File: config.mk
export PLATFORM = sky130hd
export DESIGN_NAME = lut_ni_arbiter
export DESIGN_NICKNAME = d
export VERILOG_FILES = /design/src/rtl/lut_ni_arbiter.sv
export SDC_FILE = /design/constraint.sdc
export NUM_CORES = 1
export LEC_CHECK = 0
export ABC_AREA = 1
export BUFFER_PORTS_ARGS = -buffer_cell sky130_fd_sc_hd__buf_2
export CORE_ASPECT_RATIO = 0.6
export CORE_UTILIZATION = 30
export DETAILED_ROUTE_END_ITERATION = 6
export MAX_ROUTING_LAYER = met4
export PLACE_DENSITY = 0.51
export SYNTH_ARGS = -nofsm -noshare
export SYNTH_HDL_FRONTEND = slang
export SYNTH_SLANG_ARGS = --single-unit
File: constraint.sdc
create_clock -name i_clk -period 3 [get_ports i_clk]
set_input_delay 0.15 -clock i_clk [delete_from_list [all_inputs] [get_ports i_clk]]
set_output_delay 0.15 -clock i_clk [all_outputs]
set_load 0.005 [all_outputs]
File: src/rtl/lut_ni_arbiter.sv
// lut_ni_arbiter: round-robin arbiter that shares one combinational NI weight
// ROM among N_REQ lanes. One lookup accepted per cycle; the ROM address is
// registered (S1) and the returned word is captured one cycle later (S2) and
// presented with a one-hot lane strobe.
module lut_ni_arbiter #(
    parameter int N_REQ  = 4,
    parameter int ADDR_W = 8,
    parameter int DATA_W = 24
) (
    input  logic                      i_clk,
    input  logic                      i_rst,
    input  logic [N_REQ-1:0]          i_req_valid,
    input  logic [N_REQ*ADDR_W-1:0]   i_req_addr,
    output logic [N_REQ-1:0]          o_req_ready,
    output logic [ADDR_W-1:0]         o_lut_addr,
    input  logic [DATA_W-1:0]         i_lut_dout,
    output logic [N_REQ-1:0]          o_rsp_valid,
    output logic [DATA_W-1:0]         o_rsp_data
);

    localparam int PW = $clog2(N_REQ);

    logic [PW-1:0]     rr_ptr;
    logic [N_REQ-1:0]  grant;
    logic [PW-1:0]     grant_idx;
    logic              accept;
    logic [ADDR_W-1:0] sel_addr;
    logic [N_REQ-1:0]  s1_tag;

    // Round-robin search starting one past the last granted lane, wrapping
    // explicitly at N_REQ-1 so non-power-of-two lane counts stay in range.
    always_comb begin
        logic [PW-1:0] idx;
        logic          found;
        grant     = '0;
        grant_idx = '0;
        found     = 1'b0;
        idx       = rr_ptr;
        for (int unsigned i = 0; i < N_REQ; i++) begin
            idx = (idx == PW'(N_REQ - 1)) ? '0 : idx + 1'b1;
            if (!found && i_req_valid[idx]) begin
                grant[idx] = 1'b1;
                grant_idx  = idx;
                found      = 1'b1;
            end
        end
    end

    // Grant is suppressed during reset so nothing is accepted then.
    always_comb begin
        o_req_ready = i_rst ? '0 : grant;
        accept      = |(o_req_ready & i_req_valid);
    end

    // Select the granted lane's address for the ROM address register.
    always_comb begin
        sel_addr = '0;
        for (int unsigned k = 0; k < N_REQ; k++) begin
            if (grant[k]) begin
                sel_addr = i_req_addr[k*ADDR_W +: ADDR_W];
            end
        end
    end

    // Priority pointer: remember the last granted lane.
    always_ff @(posedge i_clk) begin
        if (i_rst) begin
            rr_ptr <= PW'(N_REQ - 1);
        end else if (accept) begin
            rr_ptr <= grant_idx;
        end
    end

    // S1: register ROM address and lane tag; address holds when idle.
    always_ff @(posedge i_clk) begin
        if (i_rst) begin
            o_lut_addr <= '0;
            s1_tag     <= '0;
        end else begin
            s1_tag <= accept ? o_req_ready : '0;
            if (accept) begin
                o_lut_addr <= sel_addr;
            end
        end
    end

    // S2: capture ROM word and emit the one-cycle response strobe.
    always_ff @(posedge i_clk) begin
        if (i_rst) begin
            o_rsp_valid <= '0;
            o_rsp_data  <= '0;
        end else begin
            o_rsp_valid <= s1_tag;
            if (|s1_tag) begin
                o_rsp_data <= i_lut_dout;
            end
        end
    end

endmodule

==> out/metrics.cfg, run 1 <==
[cts]
cts_post_setup_buffers_inserted = 0
clk_pin_slew_ps = 60
tritoncts = yes
cts.htree.levels = 2
clkSinkCount = 42
clock_path_buffers = 2
cts.hold.buffers_added = 0
cts-root-buf = clkbuf_16
cts.repair.resized = 0
clk-insertion-delay-late_ps = 280
cts-buffers-inserted = 5

[sta]
final_max_slew_viol_count = 0
totalNegativeSetupSlack_ps = 0
final-setup-viol-count = 0
final_hold_viol_count = 0
finalClockSkew_ps = 5.130
period_needed_ps = 2706
max_clock_freq_ghz = 0.3696
timing.final.crit_share_pct = 90.20
tightest_slew_ps = 749.3
slew_headroom_pct = 49.99
grt_setup_unrepaired = false

[detailed_routing]
detail_routed_net_length_per_standard_cell_um = 11.61
detail_route.drc_violations = 0
antenna_violating_nets_post_route = 0
drt_first_pass_iters = 4
drt_first_iter_violations = 217
avgViaCountPerCell = 4.315
vias = 2425
aggregate_routed_wire_length_mm = 6.524

[synthesis]
ys_top_cells_by_count = 88 x nand2_1, 73 x nor2_1, 42 x dfxtp_1, 33 x inv_1, 32 x nand3_1
yosys.cell_count.top_type = nand2_1
dominantRegCellSynth = dfxtp_1
ys_ff_latch = 42
synth-warning-count = 0
post_syn_nets = 425
post-synth-top-area-cell = dfxtp_1
yosys.area_share.xor_xnor_pct = 0
synth-seq-area-share_pct = 36.19
number_of_enable_flip_flop_cells_after_synthesis = 0
netlist_area_mm2 = 0.002323
synth_mux_area_share_pct = 0
area_fraction_in_and_or_nand_and_nor_cells_after_synthesis_pct = 40.50
ranking_of_synthesized_cells_by_area = dfxtp_1 36%, nand2_1 14%, nor2_1 12%
async_flop_share_pct = 0
synth_compound_area_share_pct = 10.07
post_synthesis_cell_count = 356
dominant_combinational_cell_family_by_area_after_synthesis = simple AND/OR/NAND/NOR gates
synthesis.area_per_instance_um2 = 6.527
distinct_cells_synth = 25
synthAdderAreaFrac_pct = 3.770
yosys.area.top_type_share_pct = 36.19

[global_route]
globalRouteTotalUtil_pct = 16.79
grt_first_pass_wirelength_mm = 10.27
grt_pass1_vias = 2102
antenna_violations_before_repair = 0
gr-total-overflow = 0
maximum_number_of_pins_on_one_net_before_global_route_repair = 26

[floorplanning]
die_width_um = 115.6
die_h_um = 70.17
placementRows = 24
design.die.area_mm2 = 0.008113
initial_util_pct = 31.45
core_area_mm2 = 0.007387
ios = 102

[final_layout]
final_net_count = 526
final-instance-count-excl-fill = 562
antenna-diode-count = 0
synthToLayoutAreaGrowth_pct = 34.95
final_layout_size_suffix_gt1_share_pct = 29.91
fin_util_pct = 42.45
postLayoutCellArea_mm2 = 0.003136

[job]
drv_cap = 0

[power]
worst_ir_drop_vdd_mv = 0.3907
static-leakage-power_nw = 1.710
power.density_mw_per_mm2 = 1277
power.total_w = 0.004004

[worst_setup_path]
critical_path.endpoint_type = output port
crit_required_ps = 2850
critical_path_type = register to output port
timing.critical_path.fanout_max = 17
crit_arrival_ps = 2560
start_kind = register

[place]
post_dp_cell_area_mm2 = 0.002935
placed_wire_length_estimate_after_detailed_placement_mm = 4.943
finalWeightedCongestion = 0.8765
placed_cells = 553
placement.io_buffers = 101

[hold_path]
min-delay-path-class = input port to register

[outcome]
run_status = complete, no violations

stage by stage:
| stage | setup WS, ps | hold WS [ps] |
|---|---|---|
| 2_1_floorplan | 674.8 | 221.2 |
| 3_3_place_gp | 392.4 | 378.2 |
| 3_5_place_dp | 321.3 | 378.4 |
| 4_1_cts | 268.7 | 72.17 |
| 5_1_grt | 2.076 | 67.54 |
| 6_report | 294.1 | 77.04 |
per-layer routing:
metal	global-route usage (%)	up-vias	share of wire, %
met5	-	-	0
met4	3.419	0	0.34
met3	4.861	4	7.6
met2	22.29	71	38
met1	24.73	1038	54
li1	-	1312	-
layout by cell type, fill, tap and decap left out:
cell type  synthesis  layout
nor4_2             0       1
nor2_2             1       2
ha_1               7       7
dfxtp_1           42      42
nand2_4            2       2
inv_2              4       4
nand3_2            1       1
buf_2              3     101
a21oi_1           17      17
nand2_2            5       5
nand3_4            1       1
o21ai_0           28      28
nor2_1            73      73
nor2_8             1       1
inv_1             33      33
clkinv_4           0       1
clkbuf_16          0       5
inv_4              1       1
bufinv_16          0       2
nand3b_4           2       2
nand2_1           88      88
nand3_1           32      32
buf_4              1       6
nor2_4             2       2
o2111ai_1          1       1
critical path, cell delays in order, from the launching register on:
cell and delay (ps):
dfxtp_1 400, inv_1 120, ha_1 400, inv_2 90
nand2_2 90, nand2_2 80, nand2_2 90, nand2_4 90
nor2_8 150, nand3_1 130, nand3_4 110, buf_4 210
nand2_1 100, inv_1 100, buf_2 110
report_power, final:
part,switching (W),internal [W]
logic,0.00164,0.000903
registers,0.0000711,0.000693
clock network,0.000221,0.000478
total,0.00193,0.00207
sequential cells by signal, summed over array words and instances, names as in the netlist:
signal,count
o_lut_addr,8
o_rsp_data,24
o_rsp_valid,4
rr_ptr,2
s1_tag,4
kinds of logic (layout without fill, tap and decap cells):
kind of cell / Yosys count / count (layout)
simple gates: 209 / 210
fa+ha+maj: 7 / 7
buf+inv: 52 / 153
flops: 42 / 42
compound gates: 46 / 46
layout make-up:
cell class	count	area [µm²]
clock buffers	5	125.1
clock inverters	3	68.82
flip-flops and latches	42	840.8
inverters	38	145.1
repair buffers	107	550.5
fillers	796	4252
well taps	104	130.1
multi-input cells	263	1275
worst paths after layout:
path                          startpoint                    endpoint  slack (ps)  cells after the start
setup / recovery  rr_ptr[1]$_SDFFE_PP1P_              o_req_ready[2]         290                     14
hold / removal                     i_rst   o_rsp_valid[1]$_SDFF_PP0_          80                      2
setup reg to reg  rr_ptr[1]$_SDFFE_PP1P_  o_lut_addr[4]$_SDFFE_PP0P_         360                     14
hold reg to reg     s1_tag[3]$_SDFF_PP0_   o_rsp_valid[3]$_SDFF_PP0_         430                      2
No activity file was read; power rests on OpenSTA's default activity.
==> run 2: changes to the inputs <==
--- a/config.mk
+++ b/config.mk
@@ -10,8 +10,10 @@
 export CORE_ASPECT_RATIO = 0.6
 export CORE_UTILIZATION = 30
 export DETAILED_ROUTE_END_ITERATION = 6
+export GPL_ROUTABILITY_DRIVEN = 0
 export MAX_ROUTING_LAYER = met4
 export PLACE_DENSITY = 0.51
+export SETUP_SLACK_MARGIN = 0.4
 export SYNTH_ARGS = -nofsm -noshare
 export SYNTH_HDL_FRONTEND = slang
 export SYNTH_SLANG_ARGS = --single-unit
==> run 2 against run 1 <==
- global-route usage shrank 0.18 points
- combinational power grew 12%
- clock power shrank 22%
- largest power group unchanged
- hold slack lost 0.78 ps
- routed wire length grew 1.8%
- clock skew grew 2.6 ps
- sequential power grew 2%
- die area is the same
- first-iteration DRC count shrank 33%
- count of clock-buffer cells in the layout is the same
- worst setup slack gained 280 ps
- sequential share of layout area shrank 0.47 points
==> out/metrics.cfg, run 2 (synthesis gave the netlist of run 1 again) <==
[outcome]
run_status = complete, no violations

[sta]
timing.final.crit_share_pct = 80.81  ; -9.4 points
final-setup-viol-count = 0  ; unchanged
max_clock_freq_ghz = 0.4125  ; +12%
finalClockSkew_ps = 7.753  ; +2.623 ps
final_hold_viol_count = 0  ; unchanged
final_max_slew_viol_count = 0  ; unchanged
slew_headroom_pct = 49.01  ; -0.98 points
totalNegativeSetupSlack_ps = 0  ; unchanged
grt_setup_unrepaired = false
post-route-worst-setup-slack_ps = 575.6  ; +281.5 ps
tightest_slew_ps = 764.0  ; +14.71 ps
period_needed_ps = 2424  ; -281.5 ps

[power]
p_seq_share_pct = 18.6  ; -0.5 points
power.share.switching_pct = 48.80  ; +0.59 points
power.net_switching_w = 0.002038  ; +5.5%
worst_ir_drop_vdd_mv = 0.4877  ; +25%
cellInternalPower_w = 0.002138  ; +3.1%
comb_power_share_pct = 68.3  ; +4.8 points
power_frac_clock_pct = 13.1  ; -4.3 points
static-leakage-power_nw = 1.717  ; +0.43%
power.density_mw_per_mm2 = 1297  ; +1.6%

[cts]
cts-root-buf = clkbuf_16
tritoncts = yes
clkSinkCount = 42  ; unchanged
cts.hold.buffers_added = 0  ; unchanged
clock_path_buffers = 2  ; unchanged
clk_pin_slew_ps = 70  ; about the same
clk-insertion-delay-late_ps = 290  ; about the same
cts.htree.levels = 2  ; unchanged
cts-buffers-inserted = 5  ; unchanged

[worst_setup_path]
path_buf_inv = 5  ; unchanged
worst_path_dominant_cell_family = simple AND/OR/NAND/NOR gates
rr_worst_depth = 16  ; +2
start_kind = register
beginning_of_the_worst_register_to_register_path = rr_ptr[0]$_SDFFE_PP1P_
timing.critical_path.fanout_max = 17  ; unchanged
regToRegSetupSlack_ps = 610  ; +250 ps
critical-path-top-cell-by-count = nand2_2
critPathMaxStageDelay_ps = 380  ; -20 ps
cells_along_the_critical_path = inv_4, ha_4, inv_2, nand2_2, nand2_2, nand2_2, nand2_4, nor2_8, nand3_1, nand3b_4, buf_12, nand2_1, inv_1, buf_2
critical_path.endpoint_type = output port
crit-reg2reg-capture = o_lut_addr[7]$_SDFFE_PP0P_
crit_arrival_ps = 2270  ; -290 ps
critical_path_type = register to output port
crit_required_ps = 2850  ; about the same
max_stage_delay_cell_worst_path = dfxtp_4

[final_layout]
final_net_count = 530  ; +0.76%
largestRegisters = o_rsp_data: 24 flops, o_lut_addr: 8 flops
registers.top_by_ff_count = o_rsp_data
synthToLayoutAreaGrowth_pct = 38.56
most_used_cells_in_the_layout_excluding_fill_and_tap_cells = 101 x buf_2, 87 x nand2_1, 73 x nor2_1, 40 x dfxtp_1, 32 x inv_1
antenna-diode-count = 0  ; unchanged
final_layout_size_suffix_gt1_share_pct = 32.03  ; +2.1 points
fill_cells = 809  ; +1.6%
largest_register_ffs = 24  ; unchanged
layout_commonest_cell = buf_2

[global_route]
globalRouteTotalUtil_pct = 16.61  ; -0.18 points
grt_first_pass_wirelength_mm = 10.12  ; -1.4%
maximum_number_of_pins_on_one_net_before_global_route_repair = 26  ; unchanged
antenna_violations_before_repair = 0  ; unchanged
gr-total-overflow = 0  ; unchanged
grt_pass1_vias = 2089  ; -0.62%

[detailed_routing]
aggregate_routed_wire_length_mm = 6.640  ; +1.8%
detail_routed_net_length_per_standard_cell_um = 11.73  ; +1.1%
detail_route.drc_violations = 0  ; unchanged
avgViaCountPerCell = 4.412  ; +2.2%
drt_first_pass_iters = 5  ; +1
drt_first_iter_violations = 145  ; -33%
vias = 2497  ; +3.0%
antenna_violating_nets_post_route = 0  ; unchanged

[floorplanning]
design.die.area_mm2 = 0.008113  ; unchanged
core_area_mm2 = 0.007387  ; unchanged
placementRows = 24  ; unchanged
initial_util_pct = 31.45  ; unchanged
die_width_um = 115.6  ; unchanged
die_h_um = 70.17  ; unchanged
ios = 102  ; unchanged

[hold_path]
sink_of_the_worst_hold_path = o_rsp_valid[1]$_SDFF_PP0_
worst_hold_path.num_cells = 2  ; unchanged
min-delay-path-class = input port to register
timing.hold.worst.start = i_rst

[place]
placement.io_buffers = 101  ; unchanged
placed_wire_length_estimate_after_detailed_placement_mm = 4.927  ; -0.32%
pre_cts_ws_ps = 329.7  ; +8.449 ps

[job]
drv_cap = 0  ; unchanged

==> run 2: layout make-up <==
cell class | count | area (µm²) | area share, %
inverters | 38 | 145.1 | 4.508
clock inverters | 3 | 25.02 | 0.7773
flip-flops and latches | 42 | 848.3 | 26.35
well taps | 104 | 130.1 | 4.042
multi-input cells | 264 | 1319 | 40.96
clock buffers | 5 | 125.1 | 3.887
repair buffers | 110 | 626.9 | 19.47
==> run 2: worst max path at each step <==
stage                                      start                          to  slack (ps)  cells past startpoint
final                     rr_ptr[0]$_SDFFE_PP1P_              o_req_ready[3]         580                     14
after global routing      rr_ptr[0]$_SDFFE_PP1P_              o_req_ready[3]         400                     14
after CTS                 rr_ptr[1]$_SDFFE_PP1P_              o_req_ready[2]         440                     14
after detailed placement  rr_ptr[0]$_SDFFE_PP1P_      rr_ptr[0]$_SDFFE_PP1P_         330                     16
after global placement    rr_ptr[0]$_SDFFE_PP1P_  o_lut_addr[7]$_SDFFE_PP0P_         400                     16
after floorplan           rr_ptr[0]$_SDFFE_PP1P_      rr_ptr[1]$_SDFFE_PP1P_         670                     18
==> run 2: worst register-to-register path, cell delays in order (launching register included) <==
cell,delay [ps]
dfxtp_4,380
inv_4,70
ha_4,300
inv_2,60
nand2_2,90
nand2_2,80
nand2_2,90
nand2_4,110
nand3_1,90
nand2_1,70
nand3b_4,210
nand3_1,120
nand2_2,110
buf_12,140
nor2_4,240
nor2_1,80
nor2_1,100
==> run 2: power by group through the flow <==
stage	logic, W	clock network (W)	registers, W
detailed placement	0.00251	0	0.000781
CTS	0.00254	0.000564	0.000773
global placement	0.00252	0	0.000778
finish	0.00285	0.000546	0.000779
global route	0.00322	0.000592	0.000793
floorplan	0.00190	0	0.000778
==> run 2: routing by layer <==
layer | share of wire [%] | wire length, µm | vias up | global-route usage, %
met5 | 0 | 0 | - | -
met4 | 0.99 | 66 | 0 | 3.846
met3 | 8.8 | 582 | 7 | 6.250
met2 | 40 | 2673 | 80 | 23.42
met1 | 50 | 3317 | 1080 | 22.30
li1 | - | - | 1330 | -
==> run 2: repair_timing <==
| action | 4_1_cts | 5_1_grt |
|---|---|---|
| buffers inserted | 0 | 3 |
| endpoints found under the setup margin | 13 | 18 |
| pin swaps | 0 | 5 |
| gates resized for setup | 3 | 15 |
| gates cloned | 0 | 2 |
==> run 2: through the flow <==
step           cells  total power, W  hold WS (ps)  cell area [µm²]  util, %
4_1_cts          561        0.003879         66.64             3100    41.97
2_1_floorplan    356        0.002681         221.2             2323        -
3_3_place_gp     553        0.003296         376.6             2935    39.74
3_5_place_dp     553        0.003296         376.7             2935    39.74
5_1_grt          566        0.004601         68.53             3219    43.58
6_report         566        0.004176         76.26             3219    43.58
